`src/rtl/ram_ctrl_if.sv`:
```
// ram_ctrl_if: requester handshakes, read result and register-file port of ram_ctrl
interface ram_ctrl_if;
    logic       m0_req, m1_req;
    logic       m0_we, m1_we;
    logic [4:0] m0_addr, m1_addr;
    logic [7:0] m0_wdata, m1_wdata;
    logic       m0_gnt, m1_gnt;
    logic       m0_done, m1_done;
    logic [7:0] rdata;
    logic       busy;
    logic       ram_we;
    logic [4:0] ram_addr;
    logic [7:0] ram_wdata;
    logic [7:0] ram_rdata;

    modport slave (
        input  m0_req, m1_req, m0_we, m1_we, m0_addr, m1_addr, m0_wdata, m1_wdata, ram_rdata,
        output m0_gnt, m1_gnt, m0_done, m1_done, rdata, busy, ram_we, ram_addr, ram_wdata
    );

    modport master (
        output m0_req, m1_req, m0_we, m1_we, m0_addr, m1_addr, m0_wdata, m1_wdata,
        input  m0_gnt, m1_gnt, m0_done, m1_done, rdata, busy
    );

    modport mem (
        input  ram_we, ram_addr, ram_wdata,
        output ram_rdata
    );
endinterface

```
`src/rtl/ram_ctrl.sv`:
```
// ram_ctrl: round-robin two-requester controller for a 32x8 register file with INDF/FSR indirection
module ram_ctrl #(
    parameter logic [4:0] INDF_ADDR = 5'd0,
    parameter logic [4:0] FSR_ADDR  = 5'd4
) (
    input logic       clk,
    input logic       rst,
    ram_ctrl_if.slave bus
);
    typedef enum logic [2:0] {IDLE, IND, INDW, ACC, RESP} state_t;

    state_t     r_state, w_next;
    logic       r_sel, r_last, r_we;
    logic [4:0] r_eff;
    logic [7:0] r_wdata, r_rdata;
    logic       w_gnt0, w_gnt1, w_null;
    logic [4:0] w_addr;
    logic [7:0] w_rdata;

    // r_last=1 means m1 was granted last, so a tie goes to m0; grants are masked while in reset
    assign w_gnt1  = rst && r_state == IDLE && bus.m1_req && (!bus.m0_req || !r_last);
    assign w_gnt0  = rst && r_state == IDLE && bus.m0_req && !w_gnt1;
    assign w_addr  = w_gnt1 ? bus.m1_addr : bus.m0_addr;
    assign w_null  = r_eff == INDF_ADDR;
    assign w_rdata = (r_we || w_null) ? 8'h00 : bus.ram_rdata;

    // state register
    always_ff @(posedge clk or negedge rst) begin
        if (!rst) r_state <= IDLE;
        else      r_state <= w_next;
    end

    // next state and all outputs decoded from the current state
    always_comb begin
        w_next        = r_state;
        bus.m0_gnt    = w_gnt0;
        bus.m1_gnt    = w_gnt1;
        bus.m0_done   = r_state == RESP && !r_sel;
        bus.m1_done   = r_state == RESP && r_sel;
        bus.busy      = r_state != IDLE;
        bus.ram_we    = r_state == ACC && r_we && !w_null;
        bus.ram_addr  = r_state == IND ? FSR_ADDR : r_state == ACC ? r_eff : 5'd0;
        bus.ram_wdata = r_state == ACC ? r_wdata : 8'h00;
        bus.rdata     = r_state == RESP ? w_rdata : r_rdata;
        case (r_state)
            IDLE:    w_next = (w_gnt0 || w_gnt1) ? (w_addr == INDF_ADDR ? IND : ACC) : IDLE;
            IND:     w_next = INDW;
            INDW:    w_next = ACC;
            ACC:     w_next = RESP;
            RESP:    w_next = IDLE;
            default: w_next = IDLE;
        endcase
    end

    // latch the granted request, resolve the FSR pointer, and keep the last read result
    always_ff @(posedge clk or negedge rst) begin
        if (!rst) begin
            r_sel   <= 1'b0;
            r_last  <= 1'b1;
            r_we    <= 1'b0;
            r_eff   <= 5'd0;
            r_wdata <= 8'h00;
            r_rdata <= 8'h00;
        end else begin
            if (w_gnt0 || w_gnt1) begin
                r_sel   <= w_gnt1;
                r_last  <= w_gnt1;
                r_we    <= w_gnt1 ? bus.m1_we : bus.m0_we;
                r_eff   <= w_addr;
                r_wdata <= w_gnt1 ? bus.m1_wdata : bus.m0_wdata;
            end
            if (r_state == INDW) r_eff <= bus.ram_rdata[4:0];
            if (r_state == RESP) r_rdata <= w_rdata;
        end
    end
endmodule

```
`src/flat_wrapper.sv`:
```
// flat-port wrapper written by rule: the top's interface ports become plain ports
module ram_ctrl_flat 
#(
    parameter logic [4:0] INDF_ADDR = 5'd0,
    parameter logic [4:0] FSR_ADDR  = 5'd4
)
  (clk, rst, bus_m0_req, bus_m1_req, bus_m0_we, bus_m1_we, bus_m0_addr, bus_m1_addr, bus_m0_wdata, bus_m1_wdata, bus_ram_rdata, bus_m0_gnt, bus_m1_gnt, bus_m0_done, bus_m1_done, bus_rdata, bus_busy, bus_ram_we, bus_ram_addr, bus_ram_wdata);
  ram_ctrl_if bus_i ();
  input logic clk;
  input logic rst;
  input wire logic [$bits(bus_i.m0_req)-1:0] bus_m0_req;
  input wire logic [$bits(bus_i.m1_req)-1:0] bus_m1_req;
  input wire logic [$bits(bus_i.m0_we)-1:0] bus_m0_we;
  input wire logic [$bits(bus_i.m1_we)-1:0] bus_m1_we;
  input wire logic [$bits(bus_i.m0_addr)-1:0] bus_m0_addr;
  input wire logic [$bits(bus_i.m1_addr)-1:0] bus_m1_addr;
  input wire logic [$bits(bus_i.m0_wdata)-1:0] bus_m0_wdata;
  input wire logic [$bits(bus_i.m1_wdata)-1:0] bus_m1_wdata;
  input wire logic [$bits(bus_i.ram_rdata)-1:0] bus_ram_rdata;
  output wire logic [$bits(bus_i.m0_gnt)-1:0] bus_m0_gnt;
  output wire logic [$bits(bus_i.m1_gnt)-1:0] bus_m1_gnt;
  output wire logic [$bits(bus_i.m0_done)-1:0] bus_m0_done;
  output wire logic [$bits(bus_i.m1_done)-1:0] bus_m1_done;
  output wire logic [$bits(bus_i.rdata)-1:0] bus_rdata;
  output wire logic [$bits(bus_i.busy)-1:0] bus_busy;
  output wire logic [$bits(bus_i.ram_we)-1:0] bus_ram_we;
  output wire logic [$bits(bus_i.ram_addr)-1:0] bus_ram_addr;
  output wire logic [$bits(bus_i.ram_wdata)-1:0] bus_ram_wdata;
  assign bus_i.m0_req = bus_m0_req;
  assign bus_i.m1_req = bus_m1_req;
  assign bus_i.m0_we = bus_m0_we;
  assign bus_i.m1_we = bus_m1_we;
  assign bus_i.m0_addr = bus_m0_addr;
  assign bus_i.m1_addr = bus_m1_addr;
  assign bus_i.m0_wdata = bus_m0_wdata;
  assign bus_i.m1_wdata = bus_m1_wdata;
  assign bus_i.ram_rdata = bus_ram_rdata;
  assign bus_m0_gnt = bus_i.m0_gnt;
  assign bus_m1_gnt = bus_i.m1_gnt;
  assign bus_m0_done = bus_i.m0_done;
  assign bus_m1_done = bus_i.m1_done;
  assign bus_rdata = bus_i.rdata;
  assign bus_busy = bus_i.busy;
  assign bus_ram_we = bus_i.ram_we;
  assign bus_ram_addr = bus_i.ram_addr;
  assign bus_ram_wdata = bus_i.ram_wdata;
  ram_ctrl #(.INDF_ADDR(INDF_ADDR), .FSR_ADDR(FSR_ADDR)) u_core (.clk(clk), .rst(rst), .bus(bus_i));
endmodule
```
`config.mk`:
```
export PLATFORM = sky130hd
export DESIGN_NAME = ram_ctrl_flat
export DESIGN_NICKNAME = d
export VERILOG_FILES = /design/src/rtl/ram_ctrl_if.sv /design/src/rtl/ram_ctrl.sv /design/src/flat_wrapper.sv
export SDC_FILE = /design/constraint.sdc
export NUM_CORES = 1
export LEC_CHECK = 0
export BUFFER_PORTS_ARGS = -buffer_cell sky130_fd_sc_hd__buf_2
export CORE_MARGIN = 2
export CORE_UTILIZATION = 46
export DETAILED_ROUTE_END_ITERATION = 8
export PLACE_DENSITY = 0.79
export SLEW_MARGIN = 5
export SYNTH_ARGS = -nofsm -noshare
export SYNTH_HDL_FRONTEND = slang
export SYNTH_SLANG_ARGS = --single-unit
```
`constraint.sdc`:
```
create_clock -name clk -period 2.37 [get_ports clk]
set_input_delay 0.711 -clock clk [delete_from_list [all_inputs] [get_ports clk]]
set_output_delay 0.711 -clock clk [all_outputs]
set_load 0.02 [all_outputs]
```
* Yosys cells after proc, flatten, opt, wreduce, memory -nomap -nowiden
Cells that the tools add are included.
** Word-level totals
- Bits in registers :: 27
- Input bits :: 40
** Cells by class
- Equal/unequal tests :: 4
- Muxes and demuxes :: 13
- Reductions and logical operators :: 22
** Operators with widths (number)
- $mux 8 :: 4
- $mux 5 :: 5
- $pmux 3 s4 :: 1
- $logic_not 5->1 :: 2
- $logic_and 1x1->1 :: 9
- $eq 3x2->1 const B :: 2
- $logic_not 1->1 :: 5
- $eq 3x1->1 const B :: 1
- $eq 3x3->1 const B :: 1
- $logic_not 3->1 :: 1
- $logic_or 1x1->1 :: 3
- $mux 3 :: 1
- $reduce_bool 3->1 :: 1
- $mux 2 :: 1
- $reduce_bool 2->1 :: 1
- $mux 1 :: 1

* Depth between registers and ports, before layout
- Word-level depth :: 9
- Gate-level depth with buffers :: 5
- Gate-level depth less buffers :: 3

* Worst setup path before layout
OpenSTA, ideal clock, no wires.
- Path type :: in2out
- Start point :: input port rst
- End point :: output port bus_m1_gnt
- Arrival :: 1744 ps
- Data required time :: 1659 ps
- Setup slack :: -85 ps
- Cell stages on the path :: 4
- Path buffers :: 2
- Cells stage by stage :: or4b_1 buf_2 buf_2 nor2_1
** On the way
- Longest elaborated chain between the ends :: 3
** RTL lines
- from (decl) :: RTL line flat_wrapper.sv:10 : input logic rst;
- $logic_and 1x1->1 (3 in a row) :: RTL line ram_ctrl.sv:21 : assign w_gnt1 = rst && r_state == IDLE && bus.m1_req && (!bus.m0_req || !r_last);
- to (decl) :: RTL line flat_wrapper.sv:21 : output wire logic [$bits(bus_i.m1_gnt)-1:0] bus_m1_gnt;
Every way passes these cells.

* Final worst setup path
- Start point :: register u_core.r_state[0]
- End point :: output port bus_rdata[4]
** On the way
- Longest elaborated chain between the ends :: 2
** RTL lines
- from (decl) :: RTL line ram_ctrl.sv:12 : state_t r_state, w_next;
- from (signal assigned) :: RTL line ram_ctrl.sv:30 : else r_state <= w_next;
- $eq 3x3->1 :: RTL line ram_ctrl.sv:44 : bus.rdata = r_state == RESP ? w_rdata : r_rdata;
- $mux 8 :: RTL line ram_ctrl.sv:44
- to (decl) :: RTL line flat_wrapper.sv:24 : output wire logic [$bits(bus_i.rdata)-1:0] bus_rdata;
Every way passes these cells.

==> impl_metrics.py <==
metrics = {
    "pwr": {
        "max-vdd-ir-drop_uv": 713,
        "power.density_mw_per_mm2": 1190,
        "total_power_mw": 2.48,
        "power.leakage_nw": 0.990,
    },
    "logic_synthesis": {
        "synth_top_area_frac": 0.445,
        "synthFlopType": "dfrtp_1",
        "syn-num-nets": 197,
        "yosysSeqAreaShare": 0.463,
        "synth_enable_flop_cells": 0,
        "synthTopCellsByCount": "dfrtp_1 (26), a21oi_1 (13), and2_1 (13)",
        "synth_largest_area_cell": "dfrtp_1",
        "syn_avg_cell_area_um2": 9.31,
        "yosysMostFrequentCell": "dfrtp_1",
        "ys_warn_count": 0,
        "synth_area_mm2": 0.00146,
        "synth.area.top_cells": "dfrtp_1 (45%), and2_1 (5.6%), a22o_1 (4.8%), a21oi_1 (4.5%), a31oi_1 (4.3%)",
        "netlist_instances": 157,
        "synth-seq-cells": 27,
        "async_flop_share": 1.00,
        "yosysUniqueCellTypes": 36,
    },
    "final_layout": {
        "final_cells": 279,
        "area_growth_pct": 43.2,
        "layout.nets": 276,
        "drive_gt1_frac": 0.430,
        "antenna_cells": 0,
        "final_cell_area_mm2": 0.00209,
        "finalCoreUtilization": 0.691,
    },
    "setup_path": {
        "worstSetupEndpointType": "primary output",
        "cp_num_buf_inv": 2,
        "crit_family": "simple AND/OR/NAND/NOR gates",
        "critPathKind": "reg2out",
        "slowest_delay_ns": 0.41,
        "crit_slowest_cell": "or3b_4",
        "crit_arrival_ns": 1.79,
        "cp_max_fo": 8,
        "reg2reg_depth": 5,
        "start_kind": "register",
        "timing.rr.start": "u_core.r_state[0]",
        "crit_required_ns": 1.66,
        "r2r_slack_ns": 0.42,
        "timing.rr.end": "u_core.r_state[1]",
        "crit_chain": "or3b_4 > a211oi_2 > buf_4 > a22o_1 > buf_6",
    },
    "hold_path": {
        "hp-class": "in2async",
    },
    "placement": {
        "placed_cell_area_mm2": 0.00193,
        "portBuffers": 66,
        "placedCellCount": 271,
        "place.gp.congestion": 0.839,
        "hpwl_mm": 3.00,
    },
    "flow_run": {
        "drv_cap": 0,
    },
    "sta": {
        "finalMaxSlewViolations": 0,
        "setup_viol": 9,
        "min_period_over_period": 1.05,
        "skew_ns": 0.00476,
        "fmax_mhz": 400,
        "grt_setup_unrepaired": "yes",
        "fin_crit_ns": 2.50,
        "slew_headroom": 0.765,
        "tightestPinTransition_ns": 0.353,
        "setup_ws_ns": -0.128,
        "hold_violations": 0,
        "setup_tns_ns": -0.926,
    },
    "detailed_routing": {
        "first_iter_violations": 132,
        "routed_wl_mm": 4.25,
        "routed_via_density": 5.67,
        "wl_per_cell_um": 15.2,
        "ant_nets": 0,
        "first_pass_iters": 4,
        "drc": 0,
        "vias": 1581,
    },
    "grt": {
        "grt_pass1_vias": 1416,
        "grt_max_degree": 29,
        "grt.overflow.total": 0,
        "grt_pass1_wl_mm": 6.71,
        "gr-usage-all-layers": 0.247,
        "antenna_found_initial": 0,
    },
    "outcome": {
        "status": "finished, violations left",
        "violations": "negative setup slack",
    },
    "floorplanning": {
        "row_count": 20,
        "die_area_mm2": 0.00364,
        "core_area_mm2": 0.00303,
        "fp.dieH_um": 60.4,
        "floorplan.initialDensity": 0.483,
        "ios": 67,
        "die_w_um": 60.4,
    },
    "clock_network": {
        "clock_tree.buffer_depth": 2,
        "cts_root_buffer": "clkbuf_4",
        "clock-sinks": 27,
        "cts_tree": "done",
        "htree_levels": 1,
        "cts-buffers-inserted": 3,
        "clkLatencyLatePin_ns": 0.32,
        "clk_pin_slew_ns": 0.15,
    },
}
-- timing repair --
action	4_1_cts	5_1_grt
resized for setup	22	12
pin swaps	9	8
buffers inserted	2	2
setup endpoints to repair	11	20
hold buffers	0	0
-- logic make-up after synthesis --
kind of cell | share of synthesized area
compound gates | 0.287
simple gates | 0.209
flops | 0.463
buf+inv | 0.0411
-- per-layer routing --
layer  up-vias  track usage  wire [um]
met4         0       0.0730         29
li1        748            -          -
met5         -            0          0
met2        76        0.384       2060
met3         4       0.0362        338
met1       753        0.362       1820
-- per-stage QoR --
| step | hold WS, ns | setup WS (ns) |
|---|---|---|
| 6_report | 0.479 | -0.128 |
| 3_5_place_dp | 0.483 | 0.0204 |
| 3_3_place_gp | 0.482 | 0.00706 |
| 2_1_floorplan | 0.415 | 0.00236 |
| 5_1_grt | 0.497 | -0.223 |
| 4_1_cts | 0.490 | -0.111 |
-- cell type report --
| type | instances | area, um2 |
|---|---|---|
| Inverter | 2 | 7.51 |
| Multi-Input combinational cell | 115 | 748 |
| Fill cell | 266 | 935 |
| Timing Repair Buffer | 87 | 579 |
| Tap cell | 44 | 55.1 |
| Sequential cell | 27 | 677 |
| Clock buffer | 4 | 26.3 |
-- placed cells by master (no fill, tap or decap), drive strengths merged, types with 2 or more instances in the layout --
| master | synthesis | routed |
|---|---|---|
| nand3 | 10 | 10 |
| a22o | 8 | 8 |
| o21ai | 14 | 14 |
| nor3 | 2 | 2 |
| inv | 2 | 2 |
| a21oi | 13 | 13 |
| and2 | 13 | 13 |
| or2 | 3 | 3 |
| nand2 | 7 | 7 |
| dfrtp | 26 | 26 |
| o221ai | 5 | 5 |
| nor2 | 8 | 8 |
| clkbuf | 9 | 4 |
| a31oi | 10 | 10 |
| nor3b | 2 | 2 |
| buf | 4 | 87 |
| a32oi | 5 | 5 |
-- worst register-to-register path, cell delays in order (launching register included) --
cell and delay, ns:
dfrtp_1 0.40, buf_4 0.17, or4b_4 0.55, buf_4 0.23, o41ai_2 0.34, a32o_1 0.20
-- worst max path at each step --
stage,startpoint,cells after the start,to,slack [ns]
finish,u_core.r_state[0],5,bus_rdata[4],-0.13
global route,u_core.r_state[1],5,bus_rdata[3],-0.22
CTS,u_core.r_state[0],5,bus_rdata[1],-0.11
detailed placement,rst,4,bus_m1_gnt,0.02
global placement,rst,4,bus_m1_gnt,0.007
floorplan,rst,4,bus_m1_gnt,0.002
-- sequential cells by signal, indices dropped and copies added (netlist names) --
register and count:
u_core.r_eff 5, u_core.r_last 1, u_core.r_rdata 8, u_core.r_sel 1, u_core.r_state 3, u_core.r_wdata 8, u_core.r_we 1
-- where the power goes --
part | internal (mW) | switching [mW] | leakage (nW)
clock | 0.0658 | 0.135 | 0.0150
sequential | 0.680 | 0.120 | 0.327
combinational | 0.688 | 0.793 | 0.648
Note: power is estimated with default switching activity, not from simulation.
